==> src/rtl/vga_frame_arbiter.sv <==
// rtl/vga_frame_arbiter.sv - shares one frame SRAM port between camera writes and VGA scan-out prefetch
module vga_frame_arbiter #(
    parameter int FRAME_PIX = 307200,
    parameter int RD_DEPTH  = 16,
    parameter int RD_LOW    = 8
) (
    input  logic        iVGA_CLK,
    input  logic        iRST_n,
    input  logic        iCAM_VALID,
    input  logic        iCAM_SOF,
    input  logic [11:0] iCAM_DATA,
    output logic        oCAM_READY,
    input  logic        iVGA_SOF,
    input  logic        iVGA_REQ,
    output logic [11:0] oVGA_DATA,
    output logic        oUNDERFLOW,
    output logic [18:0] oMEM_ADDR,
    output logic        oMEM_WE,
    output logic [11:0] oMEM_WDATA,
    input  logic [11:0] iMEM_RDATA
);

    localparam int PW = $clog2(RD_DEPTH);
    localparam int CW = PW + 1;
    localparam int LW = CW + 1;

    typedef enum logic [1:0] {
        ST_IDLE = 2'd0,
        ST_RD   = 2'd1,
        ST_WR   = 2'd2
    } state_t;

    state_t        state_q, state_d;

    logic [18:0]   rd_addr_q, rd_addr_d;
    logic [18:0]   wr_addr_q, wr_addr_d;
    logic [18:0]   mem_addr_q, mem_addr_d;
    logic [11:0]   mem_wdata_q, mem_wdata_d;

    // Second stage of the read pipeline: data for this read is on iMEM_RDATA now.
    logic          rd_v2_q;
    logic          rd_v1;

    logic [11:0]   fifo_mem_q [RD_DEPTH];
    logic [PW-1:0] fifo_wp_q, fifo_rp_q;
    logic [CW-1:0] fifo_cnt_q;

    logic [11:0]   vga_data_q;
    logic          underflow_q;

    logic [LW-1:0] rd_level;
    logic          cam_ready;
    logic          cam_fire;
    logic [18:0]   wr_addr_sel;
    logic          fifo_empty;
    logic          push;
    logic          pop;

    function automatic logic [18:0] next_addr(input logic [18:0] a);
        return (a == 19'(FRAME_PIX - 1)) ? 19'd0 : a + 19'd1;
    endfunction

    // Watermark bookkeeping and handshake qualifiers shared by the FSM and the FIFO.
    always_comb begin
        rd_v1       = (state_q == ST_RD);
        rd_level    = LW'(fifo_cnt_q) + LW'(rd_v1) + LW'(rd_v2_q);
        cam_ready   = (rd_level >= LW'(RD_LOW)) & ~iVGA_SOF;
        cam_fire    = iCAM_VALID & cam_ready;
        wr_addr_sel = iCAM_SOF ? 19'd0 : wr_addr_q;
        fifo_empty  = (fifo_cnt_q == '0);
        // A read landing in the SOF cycle belongs to the old frame and is dropped.
        push        = rd_v2_q & ~iVGA_SOF;
        pop         = iVGA_REQ & ~fifo_empty & ~iVGA_SOF;
    end

    // Grant decision and the memory-pin values that go with it.
    always_comb begin
        state_d     = ST_IDLE;
        rd_addr_d   = rd_addr_q;
        wr_addr_d   = wr_addr_q;
        mem_addr_d  = mem_addr_q;
        mem_wdata_d = mem_wdata_q;
        if (iVGA_SOF) begin
            state_d   = ST_IDLE;
            rd_addr_d = 19'd0;
        end else if (rd_level < LW'(RD_LOW)) begin
            state_d = ST_RD;
        end else if (cam_fire) begin
            state_d = ST_WR;
        end else if (rd_level < LW'(RD_DEPTH)) begin
            state_d = ST_RD;
        end
        if (state_d == ST_RD) begin
            mem_addr_d = rd_addr_q;
            rd_addr_d  = next_addr(rd_addr_q);
        end else if (state_d == ST_WR) begin
            mem_addr_d  = wr_addr_sel;
            mem_wdata_d = iCAM_DATA;
            wr_addr_d   = next_addr(wr_addr_sel);
        end
    end

    // Grant state, address counters and registered memory pins; reset drops in-flight reads.
    always_ff @(posedge iVGA_CLK or negedge iRST_n) begin
        if (!iRST_n) begin
            state_q     <= ST_IDLE;
            rd_addr_q   <= '0;
            wr_addr_q   <= '0;
            mem_addr_q  <= '0;
            mem_wdata_q <= '0;
            rd_v2_q     <= 1'b0;
        end else begin
            state_q     <= state_d;
            rd_addr_q   <= rd_addr_d;
            wr_addr_q   <= wr_addr_d;
            mem_addr_q  <= mem_addr_d;
            mem_wdata_q <= mem_wdata_d;
            rd_v2_q     <= rd_v1 & ~iVGA_SOF;
        end
    end

    // FIFO pointers and occupancy; SOF empties it for the new frame.
    always_ff @(posedge iVGA_CLK or negedge iRST_n) begin
        if (!iRST_n) begin
            fifo_wp_q  <= '0;
            fifo_rp_q  <= '0;
            fifo_cnt_q <= '0;
        end else if (iVGA_SOF) begin
            fifo_wp_q  <= '0;
            fifo_rp_q  <= '0;
            fifo_cnt_q <= '0;
        end else begin
            if (push) fifo_wp_q <= fifo_wp_q + PW'(1);
            if (pop)  fifo_rp_q <= fifo_rp_q + PW'(1);
            case ({push, pop})
                2'b10:   fifo_cnt_q <= fifo_cnt_q + CW'(1);
                2'b01:   fifo_cnt_q <= fifo_cnt_q - CW'(1);
                default: fifo_cnt_q <= fifo_cnt_q;
            endcase
        end
    end

    // FIFO storage; contents are meaningless outside the occupied window so no reset.
    always_ff @(posedge iVGA_CLK) begin
        if (push) fifo_mem_q[fifo_wp_q] <= iMEM_RDATA;
    end

    // Registered pixel output to the VGA controller and the sticky underflow flag.
    always_ff @(posedge iVGA_CLK or negedge iRST_n) begin
        if (!iRST_n) begin
            vga_data_q  <= '0;
            underflow_q <= 1'b0;
        end else if (iVGA_SOF) begin
            vga_data_q  <= '0;
            underflow_q <= 1'b0;
        end else if (iVGA_REQ) begin
            if (fifo_empty) begin
                vga_data_q  <= '0;
                underflow_q <= 1'b1;
            end else begin
                vga_data_q  <= fifo_mem_q[fifo_rp_q];
            end
        end else begin
            vga_data_q <= '0;
        end
    end

    assign oCAM_READY = cam_ready;
    assign oVGA_DATA  = vga_data_q;
    assign oUNDERFLOW = underflow_q;
    assign oMEM_ADDR  = mem_addr_q;
    assign oMEM_WE    = (state_q == ST_WR);
    assign oMEM_WDATA = mem_wdata_q;

endmodule

==> config.mk <==
export PLATFORM = sky130hd
export DESIGN_NAME = vga_frame_arbiter
export DESIGN_NICKNAME = d
export VERILOG_FILES = /design/src/rtl/vga_frame_arbiter.sv
export SDC_FILE = /design/constraint.sdc
export NUM_CORES = 1
export LEC_CHECK = 0
export BUFFER_PORTS_ARGS = -buffer_cell sky130_fd_sc_hd__buf_4
export CELL_PAD_IN_SITES_DETAIL_PLACEMENT = 0
export CELL_PAD_IN_SITES_GLOBAL_PLACEMENT = 1
export CORE_MARGIN = 3
export CORE_UTILIZATION = 50
export DETAILED_ROUTE_END_ITERATION = 7
export PLACE_DENSITY = 0.85
export RECOVER_POWER = 100
export SYNTH_ARGS = -nofsm -noshare
export SYNTH_HDL_FRONTEND = slang
export SYNTH_SLANG_ARGS = --single-unit
==> constraint.sdc <==
create_clock -name iVGA_CLK -period 6.4 [get_ports iVGA_CLK]
set_input_delay 1.28 -clock iVGA_CLK [delete_from_list [all_inputs] [get_ports iVGA_CLK]]
set_output_delay 1.28 -clock iVGA_CLK [all_outputs]
set_load 0.02 [all_outputs]
# After elaboration in Yosys (flattened, before gate mapping)
# Memories as Yosys holds them, arrays and structs flattened.
# Index checks and enable logic that the tools add are counted.
dict set report op_classes {
  n_addsub 8
  magnitude_cmp 3
  n_eq_ne 8
  mux 25
  bitwise 9
  reduce_logical 10
}
# operator count
set ops {}
lappend ops {{19-bit two-way mux} 7}
lappend ops {{19-bit by 1-bit adder with 19-bit output (second input constant)} 2}
lappend ops {{19-bit == test (second input constant)} 2}
lappend ops {{12-bit two-way mux} 3}
lappend ops {{4-bit two-way mux} 4}
lappend ops {{2-bit nonzero test} 6}
lappend ops {{5-bit case mux with 2 select lines} 1}
lappend ops {{4-bit by 1-bit adder with 4-bit output (second input constant)} 2}
lappend ops {{5-bit by 1-bit adder with 6-bit output} 1}
lappend ops {{6-bit by 1-bit adder with 6-bit output} 1}
lappend ops {{1-bit bitwise AND} 6}
lappend ops {{2-bit by 1-bit == test with 1-bit output (second input constant)} 3}
lappend ops {{2-bit == test (second input constant)} 3}
lappend ops {{6-bit by 4-bit >= comparator with 1-bit output (second input constant)} 1}
lappend ops {{6-bit by 4-bit < comparator with 1-bit output (second input constant)} 1}
lappend ops {{6-bit by 5-bit < comparator with 1-bit output (second input constant)} 1}
lappend ops {{1-bit two-way mux} 6}
lappend ops {{2-bit two-way mux} 3}
lappend ops {{5-bit by 1-bit adder with 5-bit output (second input constant)} 1}
lappend ops {{5-bit logical NOT} 1}
lappend ops {{5-bit two-way mux} 1}
lappend ops {{5-bit by 1-bit subtractor with 5-bit output (second input constant)} 1}
lappend ops {{2-bit AND reduction} 2}
lappend ops {{1-bit NOT} 3}
lappend ops {{3-bit nonzero test} 1}
dict set report totals {
  register_bits 98
  ram_bits 192
  out_inout_bits 46
  wordCells 75
  mem_count 1
}
# memory words width read_ports rd_clocked_by_memory_dff wr line_no
set mem_list {}
lappend mem_list {fifo_mem_q 16 12 1 0 1 44} ;# logic [11:0] fifo_mem_q [RD_DEPTH];

# Longest topological paths before layout
dict set report logic_depth {
  word_depth 12
  mapped_depth 15
}

# Worst setup path after synthesis
# OpenSTA, ideal clock, no wires.
dict set report synth_path {
  path_type {input-to-reg}
  startpoint {in iVGA_SOF}
  endpoint {mem fifo_mem_q[0][0] (enable)}
  setup_time_ps 412
  arrival_time_ps 2948
  setup_slack_ps 3039
  cell_stages 3
  path_cell_list {clkbuf_1 clkbuf_1 nor4_1}
}
dict set report synth_between {
  elab_chain_cells 4
}
# item line_no
set synth_rtl {}
lappend synth_rtl {{start: declaration} 13} ;# input logic iVGA_SOF,
lappend synth_rtl {{1-bit NOT} 72} ;# push = rd_v2_q & ~iVGA_SOF;
lappend synth_rtl {{1-bit bitwise AND} 72}
lappend synth_rtl {{1-bit two-way mux} 145} ;# if (push) fifo_mem_q[fifo_wp_q] <= iMEM_RDATA;
lappend synth_rtl {{1-bit two-way mux (not written as such)} 145}
lappend synth_rtl {{end: declaration} 44}
# No other way between the ends.

# Final worst setup path
dict set report layout_path {
  startpoint {in iVGA_SOF}
  endpoint {reg wr_addr_q[15]}
}
dict set report layout_between {
  elab_chain_cells 9
}
# item line_no
set layout_rtl {}
lappend layout_rtl {{1-bit NOT} 67} ;# cam_ready = (rd_level >= LW'(RD_LOW)) & ~iVGA_SOF;
lappend layout_rtl {{1-bit bitwise AND} 67}
lappend layout_rtl {{1-bit bitwise AND} 68} ;# cam_fire = iCAM_VALID & cam_ready;
lappend layout_rtl {{2-bit two-way mux} 88} ;# end else if (cam_fire) begin
lappend layout_rtl {{2-bit two-way mux} 86} ;# end else if (rd_level < LW'(RD_LOW)) begin
lappend layout_rtl {{2-bit two-way mux (*)} 83} ;# if (iVGA_SOF) begin
lappend layout_rtl {{via state_d[1]} 33} ;# state_t state_q, state_d;
lappend layout_rtl {{2-bit by 1-bit == test with 1-bit output} 93} ;# if (state_d == ST_RD) begin
lappend layout_rtl {{1-bit NOT (no source line)} n/a}
lappend layout_rtl {{2-bit AND reduction (no source line) (*)} n/a}
lappend layout_rtl {{end signal: assignment} 115} ;# wr_addr_q <= wr_addr_d;
lappend layout_rtl {{end: declaration} 36} ;# logic [18:0] wr_addr_q, wr_addr_d;
# The timed path passes the listed nets; every way through them passes the cells marked *.
# A chain may end at the register's enable or synchronous reset.

==> impl_metrics.toml <==
[outcome]
status = "complete, but fails checks"
failed_checks = "capacitance limit, slew limit"

[yosys]
synth_top_cell_by_area = "edfxtp_1"
post_synth.cell_area_avg_sq_um = 15.0
synthesis.area_sq_um = 12300
synth_area_leaders = "edfxtp_1, dfrtp_1, mux4_2"
yosysWarnings = 0
ys.flop_type = "edfxtp_1"
synthCells = 819
async_flop_share = 0.338
synth-edff-count = 192
synth_nets = 864
ys_ff_latch = 290
ys_types = 63
yosysTopAreaCellShare = 0.469
yosysSeqAreaShare = 0.669

[timing]
worstMarginPinSlew_ps = 3630
slew_headroom = -1.42
setup_viol = 0
drv_slew = 119
finalSetupTns_ps = 0
rsz0062_at_grt = "false"
fin_skew_ps = 16.6
period_needed_ps = 4540
timing.fmax_mhz = 220
whs_ps = 483
hold_viol = 0
period_share = 0.710

[layout]
post-route-util = 0.583
fin_cells = 1243
final.fill_count = 1832
drive_gt1_frac = 0.149
final_nets = 945
final_area_sq_um = 13900
diodes = 0
final_cell_mix = "edfxtp_1, dfrtp_1, clkbuf_1"
syn2layout_area_growth_pct = 13.1
seq_area_sq_um = 8220
multi_input_comb_area_sq_um = 3810
final_common_cell = "edfxtp_1"

[detailed_routing]
first_iter_violations = 622
ant_nets = 0
first_pass_iters = 5
wl_per_cell_um = 21.6
drt-total-wl_mm = 26.9
avgViaCountPerCell = 5.89
drc = 0
vias = 7325

[placement]
place_congestion = 0.801
hpwl_mm = 16.5
dp.cells = 1187
port_buffers = 75
dpl-instance-area_sq_um = 13300

[run]
max_cap_viol_count = 7

[setup_path]
r2r_cells = 12
cp_max_fo = 29
critical_path_class = "in -> reg"
cp-start-kind = "input port"
worstReg2RegEnd = "wr_addr_q[15]$_DFFE_PN0P_"
timing.rr.start = "rd_v2_q$_DFF_PN0_"
end_kind = "flop"
setup.worst_path.end = "wr_addr_q[15]$_DFFE_PN0P_"
startpoint = "iVGA_SOF"
critPathArrivalTime_ps = 5010
crit_required_ps = 6870
rrSetupSlack_ps = 1950

[floorplan]
die_h_um = 163
start_util = 0.515
row_count = 56
dieArea_sq_um = 26500
core_sq_um = 23800
pin_count = 76
die_w_um = 163

[cts]
cts_sinks = 290
numCtsBuffers = 30
clk_latency_ps = 560
tritoncts = "built"
post_cts.repair.setup_buffers = 0
path_clk_slew_ps = 60
cts_resized = 0
cts_hold_buf = 0
cts_max_path_buffers = 3
cts_max_level = 1
clockRootBuffer = "clkbuf_16"

[global_routing]
grt_max_degree = 65
grtUsageTotal = 0.207
grt_pass1_vias = 7361
antenna_found_initial = 3
grt_pass1_wl_mm = 42.6
grt-ovfl-total = 0

[min_path]
hp-class = "reg -> reg"

[pwr]
ir_drop_mv = 0.263
combPwrFrac = 0.189
power.switching_mw = 1.39
intPower_mw = 3.53
power_density_nw_per_um2 = 354
p_clk_frac = 0.346
power_leakage_nw = 4.84
swShare = 0.283
pwr-share-seq = 0.464
-- critical path, stage by stage --
cell      delay (ps)
clkbuf_1         470
a21oi_1          340
and2_0           280
or3_1            150
ha_1             140
clkbuf_1         990
inv_1            740
nor4_1           400
a22oi_1          110
o21ai_0          110
-- kinds of logic (layout without fill, tap and decap cells) --
| family | Yosys count | after routing | synth area share |
|---|---|---|---|
| DFF | 290 | 290 | 0.669 |
| and+or+nand+nor | 218 | 218 | 0.0919 |
| AOI/OAI and AO/OA | 142 | 142 | 0.0766 |
| muxes | 84 | 84 | 0.119 |
| buffers and inverters | 60 | 165 | 0.0201 |
| adders and majority gates | 15 | 15 | 0.0165 |
| xor gates and xnor gates | 10 | 10 | 0.00713 |
-- routing by layer --
metal	GRT usage	vias to the layer above	routed length (um)
li1	-	3340	-
met1	0.287	3734	11500
met2	0.337	187	13300
met3	0.0387	58	1310
met4	0.0615	6	786
met5	0	-	49
-- flip-flops by register name (all words and copies together), names as in the netlist --
name and count:
oMEM_ADDR 19, rd_addr_q 19, oUNDERFLOW 1, wr_addr_q 19
fifo_wp_q 4, rd_v2_q 1, fifo_cnt_q 5, oMEM_WDATA 12
fifo_mem_q 192, oVGA_DATA 12, fifo_rp_q 4, state_q 2
-- metrics by stage --
stage | worst slack, ps | power [mW]
floorplan | 3040 | 3.02
global placement | 2600 | 3.31
detailed placement | 2520 | 3.33
CTS | 2560 | 5.03
global route | 1330 | 5.15
finish | 1860 | 4.92
-- worst min path at each step --
| stage | start | to | slack (ps) | cells past startpoint |
|---|---|---|---|---|
| after global routing | oMEM_ADDR[9]$_DFFE_PN0P_ | oMEM_ADDR[9]$_DFFE_PN0P_ | 520 | 2 |
| after floorplan | rd_addr_q[14]$_DFFE_PN0P_ | rd_addr_q[14]$_DFFE_PN0P_ | 480 | 1 |
| after CTS | oMEM_ADDR[3]$_DFFE_PN0P_ | oMEM_ADDR[3]$_DFFE_PN0P_ | 490 | 2 |
| after global placement | oMEM_ADDR[11]$_DFFE_PN0P_ | oMEM_ADDR[11]$_DFFE_PN0P_ | 470 | 2 |
| final | oMEM_ADDR[7]$_DFFE_PN0P_ | oMEM_ADDR[7]$_DFFE_PN0P_ | 480 | 2 |
| after detailed placement | oMEM_ADDR[9]$_DFFE_PN0P_ | oMEM_ADDR[9]$_DFFE_PN0P_ | 480 | 2 |
-- synthesized netlist by cell type (all sizes together) (15+ instances only) --
cell    count
edfxtp    192
dfrtp      98
nand2      62
mux4       48
o21ai      48
nor2       38
clkbuf     27
a211oi     25
mux2i      24
a21oi      19
nand3      19
buf        17
nor2b      17
nor3       17
inv        15
nor4       15
-- power groups by stage --
stage          Combinational, mW  Sequential, mW  Clock (mW)
4_1_cts                     1.01            2.29        1.73
2_1_floorplan              0.709            2.31           0
6_report                   0.932            2.29        1.70
5_1_grt                     1.02            2.32        1.81
3_5_place_dp                1.00            2.33           0
3_3_place_gp               0.983            2.33           0
-- cell type report --
cell class	instances	share of cell area
Timing Repair Buffer	93	0.0303
Clock inverter	21	0.0145
Tap cell	319	0.0287
Inverter	16	0.00433
Sequential cell	290	0.592
Multi-Input combinational cell	469	0.275
Clock buffer	35	0.0554
No activity file was read; power rests on OpenSTA's default activity.
